<file path="src/rtl/spi_atten_scheduler.sv">
// Round-robin scheduler that feeds attenuator frames to the SPI serializer and tracks its chip-select.
// Optional build macro SPI_ATTEN_SHADOW_EN suppresses frames whose value matches the last one sent.
module spi_atten_scheduler #(
  parameter int unsigned NUM_CH     = 4,
  parameter int unsigned REG_W      = 32,
  parameter logic [7:0]  ADDR_BASE  = 8'h10,
  parameter int unsigned GAP_CYCLES = 16,
  parameter int unsigned START_TO   = 1024
) (
  input  logic                  clk,
  input  logic                  resetn,
  input  logic [NUM_CH-1:0]     req,
  input  logic [NUM_CH*8-1:0]   atten_val,
  output logic [NUM_CH-1:0]     gnt,
  output logic [REG_W-1:0]      spi_word,
  output logic                  spi_ld,
  input  logic                  spi_cs,
  output logic                  busy,
  output logic                  done,
  output logic                  err
);

  localparam int unsigned PtrW = (NUM_CH > 1) ? $clog2(NUM_CH) : 1;

  typedef enum logic [2:0] {StIdle, StLoad, StWaitStart, StWaitDone, StGap} state_e;

  state_e           state_q;
  logic [PtrW-1:0]  ptr_q;
  logic [PtrW-1:0]  win_idx;
  logic [PtrW-1:0]  ptr_nxt;
  logic             win_found;
  logic [7:0]       win_val;
  logic [REG_W-1:0] win_word;
  logic [31:0]      cnt_q;
  logic             cs_s1_q, cs_s2_q, cs_s3_q;
  logic             cs_rise;
  logic             skip;

  function automatic logic [PtrW-1:0] wrap_idx(input int unsigned p, input int unsigned k);
    int unsigned j = p + k;
    if (j >= NUM_CH) j = j - NUM_CH;
    return PtrW'(j);
  endfunction

  // First asserted request at or after the pointer, wrapping.
  always_comb begin
    win_found = 1'b0;
    win_idx   = '0;
    for (int unsigned k = 0; k < NUM_CH; k++) begin
      if (!win_found && req[wrap_idx(int'(ptr_q), k)]) begin
        win_found = 1'b1;
        win_idx   = wrap_idx(int'(ptr_q), k);
      end
    end
  end

  always_comb begin
    win_val         = atten_val[{win_idx, 3'b000} +: 8];
    win_word        = '0;
    win_word[23:16] = ADDR_BASE + 8'(win_idx);
    win_word[7:0]   = win_val;
    ptr_nxt         = (win_idx == PtrW'(NUM_CH - 1)) ? '0 : win_idx + 1'b1;
  end

  assign cs_rise = cs_s2_q & ~cs_s3_q;

`ifdef SPI_ATTEN_SHADOW_EN
  logic [7:0]        shadow_q [NUM_CH];
  logic [NUM_CH-1:0] shadow_vld_q;
  logic [PtrW-1:0]   cur_idx_q;

  assign skip = shadow_vld_q[win_idx] && (shadow_q[win_idx] == win_val);

  // Shadow only learns values that completed a frame, never a timed-out one.
  always_ff @(posedge clk or negedge resetn) begin
    if (!resetn) begin
      for (int unsigned i = 0; i < NUM_CH; i++) shadow_q[i] <= '0;
      shadow_vld_q <= '0;
      cur_idx_q    <= '0;
    end else begin
      if (state_q == StIdle && win_found) cur_idx_q <= win_idx;
      if (state_q == StWaitDone && cs_rise) begin
        shadow_q[cur_idx_q]     <= spi_word[7:0];
        shadow_vld_q[cur_idx_q] <= 1'b1;
      end
    end
  end
`else
  assign skip = 1'b0;
`endif

  always_ff @(posedge clk or negedge resetn) begin
    if (!resetn) begin
      state_q  <= StIdle;
      ptr_q    <= '0;
      cnt_q    <= '0;
      cs_s1_q  <= 1'b1;
      cs_s2_q  <= 1'b1;
      cs_s3_q  <= 1'b1;
      gnt      <= '0;
      spi_word <= '0;
      spi_ld   <= 1'b0;
      busy     <= 1'b0;
      done     <= 1'b0;
      err      <= 1'b0;
    end else begin
      cs_s1_q <= spi_cs;
      cs_s2_q <= cs_s1_q;
      cs_s3_q <= cs_s2_q;
      gnt     <= '0;
      spi_ld  <= 1'b0;
      done    <= 1'b0;
      unique case (state_q)
        StIdle: begin
          if (win_found) begin
            state_q <= StLoad;
            busy    <= 1'b1;
            gnt     <= NUM_CH'(1) << win_idx;
            ptr_q   <= ptr_nxt;
            if (!skip) begin
              spi_word <= win_word;
              spi_ld   <= 1'b1;
            end
          end
        end
        StLoad: begin
          // The strobe cycle counts toward the start timeout.
          cnt_q <= 32'd1;
          if (spi_ld) begin
            state_q <= StWaitStart;
          end else begin
            state_q <= StIdle;
            busy    <= 1'b0;
          end
        end
        StWaitStart: begin
          if (!cs_s2_q) begin
            state_q <= StWaitDone;
          end else if (cnt_q >= 32'(START_TO - 1)) begin
            err     <= 1'b1;
            state_q <= StGap;
            cnt_q   <= '0;
          end else begin
            cnt_q <= cnt_q + 32'd1;
          end
        end
        StWaitDone: begin
          if (cs_rise) begin
            done    <= 1'b1;
            state_q <= StGap;
            cnt_q   <= '0;
          end
        end
        StGap: begin
          if (cnt_q >= 32'(GAP_CYCLES - 1)) begin
            state_q <= StIdle;
            busy    <= 1'b0;
          end else begin
            cnt_q <= cnt_q + 32'd1;
          end
        end
        default: state_q <= StIdle;
      endcase
    end
  end

endmodule

</file>
<file path="config.mk">
export PLATFORM = sky130hd
export DESIGN_NAME = spi_atten_scheduler
export DESIGN_NICKNAME = d
export VERILOG_FILES = /design/src/rtl/spi_atten_scheduler.sv
export SDC_FILE = /design/constraint.sdc
export NUM_CORES = 1
export LEC_CHECK = 0
export ABC_AREA = 1
export CORE_MARGIN = 3
export CORE_UTILIZATION = 54
export CTS_CLUSTER_DIAMETER = 80
export CTS_CLUSTER_SIZE = 16
export DETAILED_ROUTE_END_ITERATION = 6
export PLACE_DENSITY = 0.83
export SLEW_MARGIN = 40
export SYNTH_ARGS = -nofsm -noshare
export SYNTH_HDL_FRONTEND = slang
export SYNTH_SLANG_ARGS = --single-unit
</file>
<file path="constraint.sdc">
create_clock -name clk -period 4.3 [get_ports clk]
set_input_delay 0.43 -clock clk [delete_from_list [all_inputs] [get_ports clk]]
set_output_delay 0.43 -clock clk [all_outputs]
set_load 0.03 [all_outputs]
</file>
# Yosys cells after proc, flatten, opt, wreduce, memory -nomap -nowiden
# Index checks and enable logic that the tools add are counted.
# W data, S select, Z words.
# totals
register_bits	64
# op_classes
reduce_logical	14
order_cmp	10
shift	2
n_mux	43
n_bitwise	2
addsub	10
eq_ne	12
# op_table
cell	count
$mux W32	4
$pmux W32 S4	1
$add A32 B1 Y32 const B	1
$ge A32 B10 Y1 const B	1
$ge A32 B4 Y1 const B	1
$shiftx A32 B6 Y8	1
$mux W2	10
$mux W1	15
$mux W3	5
$pmux W3 S5	1
$lt A2 B3 Y1 const B	4
$ne A2 B2 Y1 const B	6
$reduce_and A4 Y1	3
$ge A3 B3 Y1 const B	3
$bmux W1 S2	4
$mux W4	2
$sub A2 B1 Y2 const B	4
$add A2 B2 Y3 const B	2
$add A5 B2 Y6 const A	1
$eq A3 B2 Y1 const B	2
$reduce_bool A4 Y1	1
$shl A1 B2 Y4 const A	1
$add A2 B1 Y3 const B	1
$eq A3 B1 Y1 const B	1
other kinds (14)	18

# Logic depth before layout (Yosys ltp)
# depth
word_depth	17
depth_mapped	16

# Worst setup path after synthesis
# No wires, ideal clock.
# synth_timing
kind	reg2reg
from	register ptr_q[0]
to	register ptr_q[1]
setup_slack_ns	2.338
stages_incl_launch_ff	14
n_path_buf	2
arrival_time_ns	1.834
period_less_slack_ns	1.962
cell_sequence	dfrtp_1 -> buf_6 -> inv_6 -> nand2_1 -> nand3_1 -> nand2_2 -> inv_1 -> nand3_1 -> nand3_4 -> inv_2 -> buf_6 -> ha_1 -> nand2_1 -> o21ai_0
# synth_between
elab_chain_cells	16
elab_cells_between_ends	41
cone_classes	add/sub (8); order compare (4); eq/ne (1); mux (21); reduce/logical (7)
# synth_lines
item	line_no	rtl
start: declaration	28	logic [PtrW-1:0] ptr_q;
start signal: assignment	119	ptr_q <= ptr_nxt;
parallel branches: the longest is 13 deep, another holds $add A2 B1 Y3	--	
$mux W2 (*)	50	if (!win_found && req[wrap_idx(int'(ptr_q), k)]) begin
named net win_idx[0]	29	logic [PtrW-1:0] win_idx;
$add A2 B1 Y2 / $eq A2 B2 Y1 (equally long branches)	62	ptr_nxt = (win_idx == PtrW'(NUM_CH - 1)) ? '0 : win_idx + 1'b1;
$mux W2 (*)	62	
named net ptr_nxt[1]	30	logic [PtrW-1:0] ptr_nxt;
# Mark *: on every way through the listed nets, which the timed path passes. The select of a mux whose other input is x is not followed.
# A chain may end at the register's enable or synchronous reset.

# Final worst setup path
# layout_timing
from	register state_q[1]
to	register cnt_q[2]
# layout_between
elab_chain_cells	3
elab_cells_between_ends	10
cone_classes	eq/ne (7); mux (1); reduce/logical (2)
# layout_lines
item	line_no	rtl
start: declaration	27	state_e state_q;
start signal: assignment	94	state_q <= StIdle;
start signal: assignment	116	state_q <= StLoad;
start signal: assignment	130	state_q <= StWaitStart;
$eq A3 B3 Y1, or another cell as far along	113	unique case (state_q)
$reduce_bool A4 Y1 (no source line) / $ne A2 B2 Y1 (equally long branches)	--	
$reduce_and A4 Y1 (no source line)	--	
end signal: assignment	144	cnt_q <= cnt_q + 32'd1;
end signal: assignment	159	cnt_q <= cnt_q + 32'd1;
end: declaration	34	logic [31:0] cnt_q;
# Parallel ways exist; a longest one is shown, timed or not.

==> results.sh <==
export IMPL_syn_avg_cell_area_um2=7.19
export IMPL_synthFlopType="dfrtp_1"
export IMPL_clkTransAtPathRegs_ns=0.06
export IMPL_ys_seq_area_frac=0.435
export IMPL_place_gp_congestion=0.859
export IMPL_synth_edff_count=0
export IMPL_rsz0062_at_grt="no"
export IMPL_final_common_cell="nand2_1"
export IMPL_maxSlewViolCount=0
export IMPL_dieArea_um2=7280
export IMPL_cts_sinks=59
export IMPL_clock_latency_ns=0.34
export IMPL_die_w_um=85.3
export IMPL_pre_cts_slack_ns=1.64
export IMPL_track_usage=0.213
export IMPL_cp_max_fo=32
export IMPL_final_cell_mix="163 x nand2_1, 65 x inv_1, 56 x dfrtp_1, 56 x clkdlybuf4s50_1, 53 x nor2_1"
export IMPL_seqCellArea_um2=1480
export IMPL_worstSetupStartpointType="flop"
export IMPL_layout_drive_gt1_share=0.0689
export IMPL_start_util=0.564
export IMPL_placementRows=28
export IMPL_status="completed"
export IMPL_grt_util_met3=0.0553
export IMPL_io_pins=79
export IMPL_worst_ep_required_time_ns=4.52
export IMPL_hpwl_um=5400
export IMPL_fin_cells=612
export IMPL_period_share=0.593
export IMPL_max_freq_mhz=392
export IMPL_clockBufferDepth=2
export IMPL_n_fill_cell=502
export IMPL_async_flop_share=1.00
export IMPL_vias=2971
export IMPL_period_needed_ns=2.55
export IMPL_ys_ff_latch=59
export IMPL_hold_class="in -> async"
export IMPL_combPwrFrac=0.550
export IMPL_vias_per_cell=4.85
export IMPL_n_antenna_cell=0
export IMPL_finalHoldViolations=0
export IMPL_numCtsBuffers=9
export IMPL_cts_root_buf="clkbuf_8"
export IMPL_grt_max_degree=60
export IMPL_antenna_found_initial=0
export IMPL_cts_setup_buffers=0
export IMPL_pwr_share_seq=0.268
export IMPL_tightest_slew_ns=0.723
export IMPL_maxCapViolations=0
export IMPL_synthTopCellsByArea="dfrtp_1 41%, nand2_1 18%, inv_1 7.3%"
export IMPL_synth_top_area_frac=0.412
export IMPL_dp_cells=596
export IMPL_gr_max_usage_layer="met2"
export IMPL_max_slew_margin=0.518
export IMPL_power_switching_mw=1.37
export IMPL_drcViolationCount=0
export IMPL_r2r_start="state_q[1]"
export IMPL_die_height_um=85.3
export IMPL_irDropWorstVdd_mv=0.558
export IMPL_tns_ns=0
export IMPL_use_met1=0.270
export IMPL_p_int_mw=1.43
export IMPL_hold_buffers=0
export IMPL_antenna_left=0
export IMPL_grt_pass1_vias=2933
export IMPL_synth_largest_area_cell="dfrtp_1"
export IMPL_path_class="reg -> reg"
export IMPL_fin_skew_ns=0.00967
export IMPL_area_growth_pct=21.4
export IMPL_use_met2=0.345
export IMPL_multiInputGateArea_um2=1500
export IMPL_fin_nets=576
export IMPL_dr_pass1_iters=5
export IMPL_crit_path_start="state_q[1]"
export IMPL_finish_utilization=0.685
export IMPL_synth_area_um2=3400
export IMPL_holdWs_ns=0.238
export IMPL_wirelength_um=7340
export IMPL_cts_htree_levels=3
export IMPL_synth_cell_type_count=31
export IMPL_crit_path_end_kind="flop"
export IMPL_swShare=0.489
export IMPL_gr_total_overflow=0
export IMPL_grt_first_pass_wirelength_um=12700
export IMPL_crit_arrival_ns=2.77
export IMPL_leakagePower_nw=2.22
export IMPL_portBuffers=57
export IMPL_p_clk_frac=0.182
export IMPL_post_drt_wl_per_cell_um=12.0
export IMPL_finalSetupViolCount=0
export IMPL_ys_warn_count=0
export IMPL_fin_ws_ns=1.75
export IMPL_cts_resized=0
export IMPL_cts_tree="yes"
export IMPL_initialDrtViolationCount=257
export IMPL_synthCells=473
export IMPL_p_per_area_nw_per_um2=678
export IMPL_coreArea_um2=6030
-- layout make-up --
cell class | instances | area share
inverters | 72 | 0.0667
repair buffers | 58 | 0.139
flip-flops and latches | 59 | 0.359
multi-input cells | 332 | 0.364
well taps | 75 | 0.0227
clock buffers | 10 | 0.0334
clock inverters | 6 | 0.0155
-- worst max-delay path, cell delays in order (launching register included) --
cell,delay [ns]
dfrtp_1,0.37
inv_1,0.05
nor2_1,0.17
inv_1,0.11
nor2_1,0.56
nand2_1,0.19
nand2_1,0.11
nor2_1,0.05
nand2_1,0.29
inv_2,0.31
nand3_1,0.17
nand2_1,0.06
-- cell usage after synthesis (2+ instances only) --
library cell,count
buf_6,3
nor2_2,3
nand2_1,163
a21oi_1,2
dfstp_2,3
inv_1,66
dfrtp_1,56
o21bai_1,2
nor3_1,5
nand2_2,3
inv_2,3
clkbuf_1,4
nand3_1,39
xnor2_1,2
nand3_4,2
o21ai_0,6
buf_2,2
nor4_1,4
buf_4,21
ha_1,5
nor2_1,53
nand4_1,13
clkinv_1,2
xor2_1,4
-- state kept, by name, summed over array words and instances (netlist names) --
register,count
cnt_q,32
spi_word,11
gnt,4
state_q,3
ptr_q,2
busy,1
cs_s1_q,1
cs_s2_q,1
cs_s3_q,1
done,1
err,1
spi_ld,1
-- metrics by stage --
step	instance area (um2)	total power, mW
after floorplan	3470	1.95
after global placement	3930	2.24
after detailed placement	3930	2.29
after CTS	4130	2.81
after global routing	4130	3.05
final	4130	2.80
-- power groups by stage --
| stage | combinational (mW) | clock (mW) | sequential, mW |
|---|---|---|---|
| 2_1_floorplan | 1.10 | 0 | 0.850 |
| 3_3_place_gp | 1.48 | 0 | 0.754 |
| 4_1_cts | 1.54 | 0.516 | 0.747 |
| 6_report | 1.54 | 0.509 | 0.749 |
| 5_1_grt | 1.75 | 0.542 | 0.758 |
| 3_5_place_dp | 1.54 | 0 | 0.752 |
-- routing by layer --
| metal | routed length, um | share of wire |
|---|---|---|
| met2 | 3530 | 0.48 |
| met4 | 185 | 0.025 |
| met5 | 0 | 0 |
| met1 | 3120 | 0.43 |
| met3 | 503 | 0.069 |
-- path summary, 6_finish.rpt --
path,cells after the start,end,slack [ns]
min in group clk,0,cs_s2_q,0.36
worst max register to register,11,cnt_q[2],1.75
worst min register to register,0,cs_s2_q,0.36
worst min-delay path,2,cnt_q[2],0.24
worst max-delay path,11,cnt_q[2],1.75
max in group asynchronous,2,cnt_q[27],3.59
-- kinds of logic after synthesis --
logic type,Yosys count,synth area share
other cells,1,0.00110
compound gates,11,0.0184
xor+xnor,6,0.0155
flops,59,0.435
fa+ha+maj,5,0.0184
simple gates,289,0.367
buf+inv,102,0.145
Power figures use the tool's default switching activity.
